--- src/rtl/double_cmp_sched_if.sv ---
// Requester-side bundle of the shared compare scheduler: packed per-requester
// request operands and grants, plus the returned result pulse.
interface double_cmp_sched_if #(
    parameter int unsigned NUM_REQ = 4,
    parameter int unsigned OP_W    = 2
);
    logic [NUM_REQ-1:0]      req_valid;
    logic [64*NUM_REQ-1:0]   req_a;
    logic [64*NUM_REQ-1:0]   req_b;
    logic [OP_W*NUM_REQ-1:0] req_op;
    logic [NUM_REQ-1:0]      req_ready;
    logic [NUM_REQ-1:0]      rsp_valid;
    logic                    rsp_z;

    modport master (
        output req_valid, req_a, req_b, req_op,
        input  req_ready, rsp_valid, rsp_z
    );

    modport slave (
        input  req_valid, req_a, req_b, req_op,
        output req_ready, rsp_valid, rsp_z
    );
endinterface

--- src/rtl/double_cmp_sched.sv ---
// Round-robin scheduler sharing one pipelined double compare unit between
// NUM_REQ requesters; routes each result back to its issuer via a tag pipeline.
module double_cmp_sched #(
    parameter int unsigned NUM_REQ     = 4,
    parameter int unsigned CMP_LATENCY = 1,
    parameter int unsigned OP_W        = 2
) (
    input  logic                    clk,
    input  logic                    rst_n,
    double_cmp_sched_if.slave       req_bus,
    output logic                    cmp_valid,
    output logic [63:0]             cmp_a,
    output logic [63:0]             cmp_b,
    output logic [OP_W-1:0]         cmp_op,
    input  logic                    cmp_z,
    output logic                    busy
);
    localparam int unsigned DATA_W = 64;
    localparam int unsigned ID_W   = (NUM_REQ > 1) ? $clog2(NUM_REQ) : 1;
    localparam int unsigned DEPTH  = CMP_LATENCY + 1;

    logic [ID_W-1:0]    rr_ptr;
    logic [ID_W-1:0]    grant_id_c;
    logic               grant_any_c;
    logic [NUM_REQ-1:0] grant_c;
    logic [ID_W-1:0]    ptr_next_c;

    logic [DEPTH-1:0]   tag_vld;
    logic [ID_W-1:0]    tag_id [DEPTH];

    logic [NUM_REQ-1:0] rsp_valid_q;
    logic               rsp_z_q;

    // First valid requester at or after the pointer, wrapping; gated off in reset.
    always_comb begin : arb
        int unsigned idx;
        idx         = 0;
        grant_c     = '0;
        grant_id_c  = '0;
        grant_any_c = 1'b0;
        for (int unsigned k = 0; k < NUM_REQ; k++) begin
            idx = (32'(rr_ptr) + k) % NUM_REQ;
            if (rst_n && !grant_any_c && req_bus.req_valid[ID_W'(idx)]) begin
                grant_any_c              = 1'b1;
                grant_id_c               = ID_W'(idx);
                grant_c[ID_W'(idx)]      = 1'b1;
            end
        end
    end

    always_comb begin
        ptr_next_c = grant_id_c + ID_W'(1);
        if (grant_id_c == ID_W'(NUM_REQ - 1)) begin
            ptr_next_c = '0;
        end
    end

    assign req_bus.req_ready = grant_c;
    assign req_bus.rsp_valid = rsp_valid_q;
    assign req_bus.rsp_z     = rsp_z_q;
    assign busy              = (|tag_vld) | cmp_valid;

    // Issue register, tag shift pipeline and response register.
    always_ff @(posedge clk) begin
        if (!rst_n) begin
            rr_ptr      <= '0;
            cmp_valid   <= 1'b0;
            cmp_a       <= '0;
            cmp_b       <= '0;
            cmp_op      <= '0;
            tag_vld     <= '0;
            for (int unsigned k = 0; k < DEPTH; k++) begin
                tag_id[k] <= '0;
            end
            rsp_valid_q <= '0;
            rsp_z_q     <= 1'b0;
        end else begin
            cmp_valid <= grant_any_c;
            if (grant_any_c) begin
                rr_ptr <= ptr_next_c;
                cmp_a  <= req_bus.req_a[DATA_W*grant_id_c +: DATA_W];
                cmp_b  <= req_bus.req_b[DATA_W*grant_id_c +: DATA_W];
                cmp_op <= req_bus.req_op[OP_W*grant_id_c +: OP_W];
            end

            // Slot k holds the op issued k+1 cycles ago; the last slot lines up with cmp_z.
            tag_vld   <= {tag_vld[DEPTH-2:0], grant_any_c};
            tag_id[0] <= grant_id_c;
            for (int unsigned k = 1; k < DEPTH; k++) begin
                tag_id[k] <= tag_id[k-1];
            end

            rsp_valid_q <= tag_vld[DEPTH-1] ? (NUM_REQ'(1) << tag_id[DEPTH-1]) : '0;
            if (tag_vld[DEPTH-1]) begin
                rsp_z_q <= cmp_z;
            end
        end
    end
endmodule
--- src/flat_wrapper.sv ---
// flat-port wrapper written by rule: the top's interface ports become plain ports
module double_cmp_sched_flat 
#(
    parameter int unsigned NUM_REQ     = 4,
    parameter int unsigned CMP_LATENCY = 1,
    parameter int unsigned OP_W        = 2
)
  (clk, rst_n, cmp_valid, cmp_a, cmp_b, cmp_op, cmp_z, busy, req_bus_req_valid, req_bus_req_a, req_bus_req_b, req_bus_req_op, req_bus_req_ready, req_bus_rsp_valid, req_bus_rsp_z);
  double_cmp_sched_if #(.NUM_REQ(NUM_REQ), .OP_W(OP_W)) req_bus_i ();
  input  logic clk;
  input  logic rst_n;
  output logic cmp_valid;
  output logic [63:0] cmp_a;
  output logic [63:0] cmp_b;
  output logic [OP_W-1:0] cmp_op;
  input  logic cmp_z;
  output logic busy;
  input wire logic [$bits(req_bus_i.req_valid)-1:0] req_bus_req_valid;
  input wire logic [$bits(req_bus_i.req_a)-1:0] req_bus_req_a;
  input wire logic [$bits(req_bus_i.req_b)-1:0] req_bus_req_b;
  input wire logic [$bits(req_bus_i.req_op)-1:0] req_bus_req_op;
  output wire logic [$bits(req_bus_i.req_ready)-1:0] req_bus_req_ready;
  output wire logic [$bits(req_bus_i.rsp_valid)-1:0] req_bus_rsp_valid;
  output wire logic [$bits(req_bus_i.rsp_z)-1:0] req_bus_rsp_z;
  assign req_bus_i.req_valid = req_bus_req_valid;
  assign req_bus_i.req_a = req_bus_req_a;
  assign req_bus_i.req_b = req_bus_req_b;
  assign req_bus_i.req_op = req_bus_req_op;
  assign req_bus_req_ready = req_bus_i.req_ready;
  assign req_bus_rsp_valid = req_bus_i.rsp_valid;
  assign req_bus_rsp_z = req_bus_i.rsp_z;
  double_cmp_sched #(.NUM_REQ(NUM_REQ), .CMP_LATENCY(CMP_LATENCY), .OP_W(OP_W)) u_core (.clk(clk), .rst_n(rst_n), .req_bus(req_bus_i), .cmp_valid(cmp_valid), .cmp_a(cmp_a), .cmp_b(cmp_b), .cmp_op(cmp_op), .cmp_z(cmp_z), .busy(busy));
endmodule
--- config.mk ---
export PLATFORM = sky130hd
export DESIGN_NAME = double_cmp_sched_flat
export DESIGN_NICKNAME = d
export VERILOG_FILES = /design/src/rtl/double_cmp_sched_if.sv /design/src/rtl/double_cmp_sched.sv /design/src/flat_wrapper.sv
export SDC_FILE = /design/constraint.sdc
export NUM_CORES = 1
export LEC_CHECK = 0
export CAP_MARGIN = 10
export CORE_AREA = 5 5 260 262
export DETAILED_ROUTE_END_ITERATION = 8
export DIE_AREA = 0 0 265 267
export GPL_ROUTABILITY_DRIVEN = 0
export SLEW_MARGIN = 20
export SYNTH_ARGS = -nofsm -noshare
export SYNTH_HDL_FRONTEND = slang
export SYNTH_SLANG_ARGS = --single-unit
--- constraint.sdc ---
create_clock -name clk -period 3.8 [get_ports clk]
set_input_delay 0.76 -clock clk [delete_from_list [all_inputs] [get_ports clk]]
set_output_delay 0.76 -clock clk [all_outputs]
set_load 0.05 [all_outputs]
Yosys cells after proc, flatten, opt, wreduce, memory -nomap -nowiden
Memory sizes are Yosys's and may differ from the RTL's.
Cells that the tools add are included.
{ "word_totals": {"latch_bits": 0, "ff_bits": 140, "ram_bits": 4, "memories": 1, "input_bits": 527, "rom_bits": 0} }
{ "memory_table": {"columns": ["name", "depth", "width", "rd", "rd_ports_with_merged_regs", "write_ports", "line_no", "text"], "rows": [
  ["u_core.tag_id", 2, 2, 2, 0, 2, "double_cmp_sched.sv:29", "logic [ID_W-1:0] tag_id [DEPTH];"]
]} }
{ "classes": {"order_cmp": 8, "n_mul": 0, "n_bitwise": 6, "n_reduce_logical": 16, "eq_ne": 1, "shifts": 4, "div_mod_pow": 0, "add_sub_neg": 4, "muxes": 33} }
{ "ops": {"columns": ["op", "n"], "rows": [
  ["variable part select 256 x 9 -> 64 bit", 2],
  ["two-way mux 4 bit", 4],
  ["two-way mux 1 bit", 14],
  ["two-way mux 2 bit", 7],
  ["< comparator 2 x 3 -> 1 bit (second input constant)", 4],
  ["bitwise OR 4 bit", 3],
  ["logical AND 1 bit", 11],
  ["binary-select mux 1 bit (select 2 bit)", 4],
  ["demux 1 bit (select 2 bit)", 4],
  [">= comparator 2 x 1 -> 1 bit (second input constant)", 4],
  ["variable part select 8 x 4 -> 2 bit", 1],
  ["adder 2 x 1 -> 2 bit (second input constant)", 2],
  ["adder 2 bit (second input constant)", 2],
  ["left shift 1 x 2 -> 4 bit (first input constant)", 1],
  ["zero test 1 bit", 3],
  ["bitwise OR 1 bit", 3],
  ["== test 2 bit (second input constant)", 1],
  ["AND reduction 2 bit", 1],
  ["OR reduction 2 bit", 1]
]} }

Longest topological paths before layout
Gate-level depths: netlist (run 1).
{ "logic_depth": {"word_depth": 18, "mapped_depth": 13} }

Worst setup path after synthesis (run 1)
No wires, ideal clock.
{ "synth_path": {"path_kind": "register to output", "from": "reg u_core.rr_ptr[0]", "to": "out req_bus_req_ready[0]", "required_ns": 3.040, "n_path_buf": 2, "setup_slack_ns": 0.401, "path_stages_with_launch": 11, "arrival_ns": 2.639, "cell_sequence": "dfxtp_1 > buf_2 > inv_1 > ha_1 > clkbuf_1 > nand2_1 > o22a_1 > o21ai_0 > a211oi_1 > a222oi_1 > nand2_1"} }
{ "synth_between": {"elab_chain_len": 16, "elab_cells_between_ends": 51} }
{ "synth_rtl": {"columns": ["element", "line_no", "text"], "rows": [
  ["start, declared", "double_cmp_sched.sv:22", "logic [ID_W-1:0] rr_ptr;"],
  ["start signal, assigned", "double_cmp_sched.sv:80", "rr_ptr <= ptr_next_c;"],
  ["branches (longest 15 deep; another with < comparator 2 x 3 -> 1 bit)", null, null],
  ["two-way mux 4 bit (*)", "double_cmp_sched.sv:43", "if (rst_n && !grant_any_c && req_bus.req_valid[ID_W'(idx)]) begin"],
  ["end, declared", "flat_wrapper.sv:22", "output wire logic [$bits(req_bus_i.req_ready)-1:0] req_bus_req_ready;"]
]} }
Every way passes the cells marked *. The select of a mux whose other input is x is not followed.

Worst setup path after layout (run 1)
{ "layout_path": {"from": "in req_bus_req_valid[3]", "to": "out req_bus_req_ready[2]"} }
{ "layout_between": {"elab_chain_len": 16, "elab_cells_between_ends": 28} }
{ "layout_rtl": {"columns": ["element", "line_no", "text"], "rows": [
  ["start, declared", "flat_wrapper.sv:18", "input wire logic [$bits(req_bus_i.req_valid)-1:0] req_bus_req_valid;"],
  ["binary-select mux 1 bit (select 2 bit)", "double_cmp_sched.sv:43", null],
  ["two-way mux 1 bit (not written as such)", "double_cmp_sched.sv:43", null],
  ["logical AND 1 bit", "double_cmp_sched.sv:43", null],
  ["two-way mux 1 bit", "double_cmp_sched.sv:43", null],
  ["zero test 1 bit", "double_cmp_sched.sv:43", null],
  ["logical AND 1 bit (2 in series)", "double_cmp_sched.sv:43", null],
  ["two-way mux 1 bit", "double_cmp_sched.sv:43", null],
  ["zero test 1 bit", "double_cmp_sched.sv:43", null],
  ["logical AND 1 bit (2 in series)", "double_cmp_sched.sv:43", null],
  ["two-way mux 1 bit", "double_cmp_sched.sv:43", null],
  ["zero test 1 bit", "double_cmp_sched.sv:43", null],
  ["logical AND 1 bit (2 in series)", "double_cmp_sched.sv:43", null],
  ["two-way mux 4 bit (*)", "double_cmp_sched.sv:43", null]
]} }
Mark *: on every way between the ends. The rest lies on a longest branch, timed or not. The select of a mux whose other input is x is not followed.

==> results summary, run 1 <==
The total overflow left after global routing is 0. The detail-routed net length per standard cell came out at 20.6 µm. The share of total power dissipated in combinational logic is 0.599.

The floorplan die area is 70800 µm². The number of pins exceeding their max-slew limit in the final report came out at 0. The number of global-route vias before repair came out at between 10000 and 15000. The power per unit of standard cell area came out at 695 nW/µm².

The share of Yosys cell area claimed by the top area cell type came out at 0.339. The timing-limited maximum frequency came out at 275 MHz. The leakage component of the power came out at 6.46 nW. The maximum single-stage delay on the critical path is 0.55 ns. Yosys instantiated no cell more often than sky130_fd_sc_hd__nand3_1. Cell internal power was estimated by the tool at 6.04 mW.

The region available for standard cell placement spans roughly 65000 µm². The worst-case vdd ir drop came out at 0.425 mV. The number of placed I/O pins is around 670. The count of nets after finishing came out at about 2300. The initial antenna violation count is 3. Across the routed clock network, the largest skew measured is 0.0231 ns.

The count of antenna-violating nets left after detailed routing came out at 0. Yosys attributes the largest share of cell area to sky130_fd_sc_hd__dfxtp_1, sky130_fd_sc_hd__nand3_1, sky130_fd_sc_hd__a21o_1. The distinct cell type count of the synthesized netlist came out at 44.

The biggest area contributor in the post-synthesis netlist is sky130_fd_sc_hd__dfxtp_1. The share of the Yosys chip area taken by registers is 0.339. The synthesized design contains 0 enable-type register cells. The fraction of registers with async set or reset after synthesis is 0.

The count of TritonRoute iterations in the first routing pass came out at 5. The CTS sink count is 143. The root buffer cell is sky130_fd_sc_hd__clkbuf_16. The cell area after layout came out at 16900 µm².

For the worst setup path, the data required time is 3.04 ns. The arrival time at the worst endpoint came out at 2.87 ns. The number of buffer cells added on primary ports came out at around 670. The final hold violation count came out at 0. The switching power came out at roughly 5.7 mW.

The final route contains 11800 vias. The flow ran to the end, and the final reports show no timing, DRC or antenna violations. The Yosys warning count is 0. The die boundary width is 265 µm. STA classifies the critical path endpoint as a primary output.

The total of fill cells in the finished design is around 7000. The number of maximum-capacitance constraint violations is 0. The die outline height is 267 µm.

By instance count, the cell type seen most on the critical path is sky130_fd_sc_hd__buf_4. Clock-pin slew was measured on the worst setup and hold paths at 0.06 ns. The cell area after synthesis is between 8000 and 9000 µm². The worst path needs 3.63 ns of the cycle, external delays included. The slew of the pin with the lowest slew margin is 0.917 ns. By count the netlist is led by sky130_fd_sc_hd__nand3_1, sky130_fd_sc_hd__nand2_1, sky130_fd_sc_hd__dfxtp_1. The per-cell via count in the routed design is 4.50. The clock passes through at most 2 buffers. For this configuration, the core starts out at a cell density of 0.130. Of the total power, the clock network draws 0.177. The later pin in the worst-skew pair is clocked with a latency of 0.48 ns. The category of the most critical setup path is in -> out. The final routed DRC violation total is 0. The critical path goes through clkdlybuf4s50_1, mux4_2, buf_4, inv_1, nor2_1, a222oi_1, nand2_1, buf_4.

The flip-flop and latch count after synthesis came out at 143. The CTS buffer count is 17. The worst relative slew slack came out at 0.388. The cell family contributing the most delay on the critical path is buffers and inverters. The number of hold-repair buffers added at the cts stage is 0.

The first global-routing pass estimated 76500 µm of wire. In this run the worst hold path is classified as reg -> reg. The number of levels in the clock H-tree is 4. The critical path buffer and inverter count came out at 4. The library cell contributing the largest single delay on the critical path is sky130_fd_sc_hd__mux4_2. Of all nets on the critical path, the largest fanout is 8. In this run the cell area measured after placement is 16200 µm².

The most instantiated flip-flop cell in the synthesis netlist is sky130_fd_sc_hd__dfxtp_1. TritonCTS built the clock tree. The worst setup path is launched from an input port.

Setup repair after global routing left no endpoint under its margin. In the finished design, the share of the clock period the worst path needs comes to 0.956. The average instance in the mapped netlist occupies 7.41 µm².

The layout cell share with drive strength beyond 1 came out at 0.0490. The area growth from synthesis to layout is 100%. The HPWL after detailed placement is 40200 µm. The summed negative setup slack over all endpoints is 0 ns. The sum of routed wire length over all layers came out at approximately 54000 µm. The all-layer global routing usage is 0.142.

The number of nets in the synthesized netlist is 1671. The post-synthesis instance total is 1140. The switching share of power is 0.487. The iteration-0 DRC count of the detailed router came out at 854. The number of endpoints failing setup at the final stage came out at 0. The count of standard-cell rows is 94. The maximum number of pins on one net before global-route repair came out at 67.

The share of power burned in registers is 0.224.
-- per-stage QoR --
step / power (mW) / hold slack, ns / util / cells / setup slack (ns)
final: 11.8 / 0.438 / 0.260 / 2621 / 0.168
after global routing: 12.3 / 0.441 / 0.260 / 2621 / 0.00935
after CTS: 11.9 / 0.438 / 0.260 / 2620 / 0.0297
after detailed placement: 9.67 / 0.423 / 0.249 / 2588 / 0.0360
after global placement: 9.58 / 0.416 / 0.249 / 2588 / 0.0527
after floorplan: 6.74 / 0.412 / - / 1140 / 0.401
-- kinds of logic after synthesis --
logic type               after synthesis  synth area share
adder cells (fa/ha/maj)                4           0.00592
multiplexers                           8            0.0111
AO/OA/AOI/OAI                        424             0.343
AND/OR/NAND/NOR                      436             0.239
flip-flops                           143             0.339
buffers and inverters                125            0.0622
-- routing by layer --
metal / vias up / wire [µm] / part of all wire / track usage
li1: 5411 / - / - / -
met1: 5650 / 21300 / 0.39 / 0.169
met2: 639 / 26300 / 0.49 / 0.236
met3: 95 / 4550 / 0.084 / 0.0448
met4: 2 / 1720 / 0.032 / 0.0587
met5: - / 12 / 0.00022 / 0
-- area by class of cell --
class                   count  area [µm²]  share of cell area
diodes                      1        2.50            0.000148
repair buffers            702        7120               0.421
clock inverters             9         201              0.0119
multi-input cells         872        5140               0.303
inverters                   7        26.3             0.00155
flip-flops and latches    143        2870               0.169
clock buffers              23         498              0.0294
well taps                 864        1080              0.0638
-- final timing paths --
kind	from	endpoint	slack, ns	cells after the start
setup / recovery	req_bus_req_valid[3]	req_bus_req_ready[2]	0.17	8
hold / removal	u_core.tag_id[0][0]$_SDFF_PN0_	u_core.tag_id[0][2]$_SDFF_PN0_	0.44	1
setup reg to reg	u_core.rr_ptr[1]$_SDFFE_PN0P_	u_core.cmp_a[59]$_SDFFE_PN0P_	0.62	10
hold reg to reg	u_core.tag_id[0][0]$_SDFF_PN0_	u_core.tag_id[0][2]$_SDFF_PN0_	0.44	1
-- cells in the final DEF (no fill, tap or decap), types with 2 or more instances in the layout --
cell type / netlist / layout
sky130_fd_sc_hd__a21oi_1: 5 / 5
sky130_fd_sc_hd__buf_4: 3 / 23
sky130_fd_sc_hd__o21ai_0: 132 / 131
sky130_fd_sc_hd__a22oi_1: 130 / 130
sky130_fd_sc_hd__a21o_1: 132 / 132
sky130_fd_sc_hd__and2_1: 3 / 3
sky130_fd_sc_hd__nand2b_1: 3 / 3
sky130_fd_sc_hd__nor2b_1: 2 / 2
sky130_fd_sc_hd__buf_12: 0 / 15
sky130_fd_sc_hd__clkdlybuf4s50_1: 0 / 663
sky130_fd_sc_hd__mux2i_1: 6 / 6
sky130_fd_sc_hd__ha_1: 4 / 4
sky130_fd_sc_hd__nor3_1: 2 / 2
sky130_fd_sc_hd__a222oi_1: 4 / 4
sky130_fd_sc_hd__o22a_1: 2 / 2
sky130_fd_sc_hd__o22ai_1: 4 / 4
sky130_fd_sc_hd__nand3_1: 263 / 263
sky130_fd_sc_hd__inv_1: 7 / 7
sky130_fd_sc_hd__bufinv_16: 0 / 6
sky130_fd_sc_hd__nor2_1: 11 / 10
sky130_fd_sc_hd__clkbuf_8: 0 / 5
sky130_fd_sc_hd__o21ai_4: 0 / 2
sky130_fd_sc_hd__dfxtp_1: 143 / 142
sky130_fd_sc_hd__and3b_1: 2 / 2
sky130_fd_sc_hd__clkbuf_16: 0 / 17
sky130_fd_sc_hd__nand2_1: 145 / 145
-- registers in the layout (all words and copies together), names as in the netlist --
| register | cells |
|---|---|
| u_core.cmp_a | 64 |
| u_core.cmp_b | 64 |
| u_core.req_bus.rsp_valid | 4 |
| u_core.tag_id | 4 |
| u_core.cmp_op | 2 |
| u_core.rr_ptr | 2 |
| u_core.tag_vld | 2 |
| u_core.req_bus.rsp_z | 1 |
-- power groups by stage --
stage	clock network [mW]	registers (mW)	logic, mW
6_report	2.08	2.63	7.05
2_1_floorplan	0	4.65	2.09
5_1_grt	2.22	2.70	7.40
3_5_place_dp	0	2.63	7.05
3_3_place_gp	0	2.60	6.98
4_1_cts	2.18	2.62	7.07
-- repair_timing --
action | 4_1_cts | 5_1_grt
resized for setup | 3 | 3
endpoints found under the setup margin | 4 | 2
pin swaps | 0 | 1
setup buffers | 0 | 0
Note: power is estimated with default switching activity, not from simulation.
==> inputs of run 2 (changes only) <==
--- a/config.mk
+++ b/config.mk
@@ -10,6 +10,7 @@
 export DETAILED_ROUTE_END_ITERATION = 8
 export DIE_AREA = 0 0 265 267
 export GPL_ROUTABILITY_DRIVEN = 0
+export PLACE_DENSITY = 0.48
 export SLEW_MARGIN = 20
 export SYNTH_ARGS = -nofsm -noshare
 export SYNTH_HDL_FRONTEND = slang
==> run 2 against run 1 <==
Compared with the run above:
- critical path depth unchanged
- wire length increased by 1.6%
- non-clock buffer count increased by 10
- first-iteration DRC count increased by 4.2%
- die area unchanged
- utilization increased by 0.071 points
- sequential share of layout area about the same
- fmax decreased by 1.1%
- clock-buffer cell count decreased by 4
- via count decreased by 0.73%
- largest power group unchanged
- highest routed layer is now met4
==> results summary, run 2 (synthesized netlist as in run 1, its figures left out) <==
The kind of cell with the highest combined delay along the critical path is buffers and inverters. The number of endpoints failing setup at the final stage is 0 (unchanged). TritonCTS built the clock tree.

The largest individual stage delay along the critical path comes from the cell sky130_fd_sc_hd__mux4_2. The initial core utilization is 0.130 (unchanged). The number of pins exceeding their max-slew limit in the final report came out at 0 (unchanged). The final hold violation count is 0 (unchanged). The flow ran to the end, and the final reports show no timing, DRC or antenna violations. In this run the clock root is driven by a sky130_fd_sc_hd__clkbuf_16. The number of vias after detailed routing is 11700 (-0.73%).

The clock-pin slew of the registers on the worst-case setup and hold paths was 0.06 ns (about the same). The detail-routed net length per standard cell came to 20.8 µm (+1.2%). The sequential cell area in the final layout was 2870 µm² (unchanged). The latest clock arrival within the worst-skew pair came to 0.48 ns (about the same). The layout cell share with drive strength beyond 1 came out at 0.0538 (+0.00482). The number of global-route vias before repair is 11800 (-2.3%). The slew of the pin with the lowest slew margin came to 0.647 ns (-0.270 ns).

The worst setup path is launched from an input port. The final routed DRC violation total came out at 0 (unchanged). The critical path buffer and inverter count was 3 (-1).

The tightest min-delay check is of the reg -> reg type. The required time at the endpoint of the critical path is 3.04 ns (about the same). The cell area after layout is 17000 µm² (+0.27%). The total of fill cells in the finished design was 7026 (-0.014%). The CTS sink count came out at 143 (unchanged). The all-layer global routing usage was 0.145 (+0.00317). The final clock skew is 0.0169 ns (-0.00627 ns).

STA classifies the critical path endpoint as a primary output. The library cell used most frequently in the layout, excluding fill and tap cells, is sky130_fd_sc_hd__clkdlybuf4s50_1. The largest registers in the layout are u_core.cmp_a (64), u_core.cmp_b (64). The count of cells along the worst hold path came out at 1 (unchanged).

The iteration-0 DRC count of the detailed router came to 890 (+4.2%). The count of standard-cell rows is 94 (unchanged). The register-to-register path setup slack came out at 0.81 ns (+0.19 ns). The number of buffer cells added on primary ports came to 667 (unchanged).

The CTS buffer count came to 17 (unchanged). Among the stages of the critical path, the cell type that occurs most often is sky130_fd_sc_hd__buf_4. The count of nets after finishing is 2284 (+0.44%). The worst hold path begins at u_core.tag_id[0][1]$_SDFF_PN0_. The die outline height came out at 267 µm (unchanged). The capture instance of the worst register-to-register path is u_core.cmp_b[42]$_SDFFE_PN0P_. The setup path with the least slack is of type in -> out.

The floorplan die area was 70800 µm² (unchanged). The area growth from synthesis to layout is 101%. The sum of routed wire length over all layers was 54700 µm (+1.6%).

The power per unit of standard cell area is 690 nW/µm² (-0.64%). The time the final worst path needs with I/O delays and setup is 3.67 ns (+0.0412 ns). The die boundary width was 265 µm (unchanged). The ratio of final minimum period to clock period came out at 0.967 (+0.0108). The global-route wire length before repair is 78000 µm (+2.0%).

Setup repair after global routing left no endpoint under its margin. The total power draw is 11.7 mW (-0.37%). The maximum single-stage delay on the critical path was 0.51 ns (-0.04 ns). The count of antenna-violating nets left after detailed routing came out at 0 (unchanged).

The timing-limited maximum frequency came out at 272 MHz (-1.1%). Walking the worst path, the cells encountered are clkdlybuf4s50_1, mux4_2, o21ai_0, buf_4, a211oi_2, a222oi_1, nand2_1, buf_4. The number of maximum-capacitance constraint violations came out at 0 (unchanged).

The area of the placeable core was 65200 µm² (unchanged). The largest buffer count on any clock path came out at 2 (unchanged). The summed negative setup slack over all endpoints is 0 ns (unchanged). The arrival time at the worst endpoint is 2.91 ns (+0.04 ns). The count of TritonRoute iterations in the first routing pass was 5 (unchanged). The HPWL after detailed placement was 40800 µm (+1.5%). The reg-to-reg startpoint is u_core.rr_ptr[1]$_SDFFE_PN0P_. The leakage component of the power was 6.48 nW (+0.44%).

The number of levels in the clock H-tree came out at 4 (unchanged). The library cells used most frequently in the layout, excluding fill and tap cells, are sky130_fd_sc_hd__clkdlybuf4s50_1, sky130_fd_sc_hd__nand3_1, sky130_fd_sc_hd__nand2_1. The multi-input combinational cell area is 5130 µm² (about the same). The initial antenna violation count is 1 (-2).

The worst-case reg-to-reg path depth is 11 (+1). The worst relative slew slack came out at 0.564 (+0.176). The placed instance area came out at 16300 µm² (+0.46%). The largest fanout on the critical path is 5 (-3). The final global-route overflow total is 0 (unchanged). The number of placed I/O pins is 668 (unchanged). The worst-case vdd ir drop is 0.321 mV (-25%). The worst hold path terminates at u_core.tag_id[0][3]$_SDFF_PN0_. The maximum number of pins on one net before global-route repair came out at 72 (+7.5%). The per-cell via count in the routed design came to 4.45 (-1.1%).
==> run 2: cell count changes in the layout (fill, tap and decap cells not counted) <==
cell                         before  now
sky130_fd_sc_hd__buf_4           23   34
sky130_fd_sc_hd__buf_6            1    0
sky130_fd_sc_hd__clkbuf_8         5    1
sky130_fd_sc_hd__clkinv_4         1    3
sky130_fd_sc_hd__clkinvlp_4       1    2
sky130_fd_sc_hd__inv_6            0    1
sky130_fd_sc_hd__o21ai_0        131  132
sky130_fd_sc_hd__o21ai_2          1    0
==> run 2: layout make-up <==
cell class                      instances  area share
Timing Repair Buffer                  712       0.424
Antenna cell                            1    0.000147
Clock buffer                           19      0.0261
Multi-Input combinational cell        872       0.302
Inverter                                7     0.00155
Tap cell                              864      0.0637
Sequential cell                       143       0.169
Clock inverter                         13      0.0139
==> run 2: through the flow <==
| stage | hold slack (ns) | setup slack [ns] | util | instances |
|---|---|---|---|---|
| 6_report | 0.434 | 0.127 | 0.261 | 2631 |
| 5_1_grt | 0.445 | 0.0193 | 0.261 | 2630 |
| 4_1_cts | 0.437 | 0.0891 | 0.261 | 2630 |
| 3_5_place_dp | 0.418 | 0.114 | 0.250 | 2598 |
| 3_3_place_gp | 0.420 | 0.0582 | 0.250 | 2598 |
| 2_1_floorplan | 0.412 | 0.401 | - | 1140 |
==> run 2: worst max-delay path by stage <==
| stage | start | end | slack [ns] | cells after the start |
|---|---|---|---|---|
| after floorplan | u_core.rr_ptr[0]$_SDFFE_PN0P_ | req_bus_req_ready[0] | 0.40 | 10 |
| after global placement | req_bus_req_valid[3] | req_bus_req_ready[0] | 0.06 | 8 |
| after detailed placement | req_bus_req_valid[3] | req_bus_req_ready[0] | 0.11 | 8 |
| after CTS | u_core.rr_ptr[1]$_SDFFE_PN0P_ | req_bus_req_ready[0] | 0.09 | 10 |
| after global routing | u_core.rr_ptr[1]$_SDFFE_PN0P_ | req_bus_req_ready[0] | 0.02 | 10 |
| final | req_bus_req_valid[3] | req_bus_req_ready[0] | 0.13 | 8 |
==> run 2: layer usage <==
| layer | global-route usage | vias up | wire length (µm) |
|---|---|---|---|
| met5 | 0 | - | 0 |
| li1 | - | 5434 | - |
| met4 | 0.0403 | 0 | 1240 |
| met1 | 0.180 | 5642 | 21900 |
| met2 | 0.246 | 568 | 27400 |
| met3 | 0.0416 | 67 | 4130 |
==> run 2: report_power, final <==
group | switching, mW | internal, mW | total [mW]
Sequential | 0.408 | 2.17 | 2.58
Combinational | 4.52 | 2.57 | 7.09
Clock | 0.794 | 1.25 | 2.05
Total | 5.73 | 5.99 | 11.7
==> run 2: repair_timing <==
item	CTS	global route
setup endpoints to repair	4	1
resized for setup	2	1
buffers inserted	0	0
hold buffers	0	0
endpoints found under the hold margin	0	0
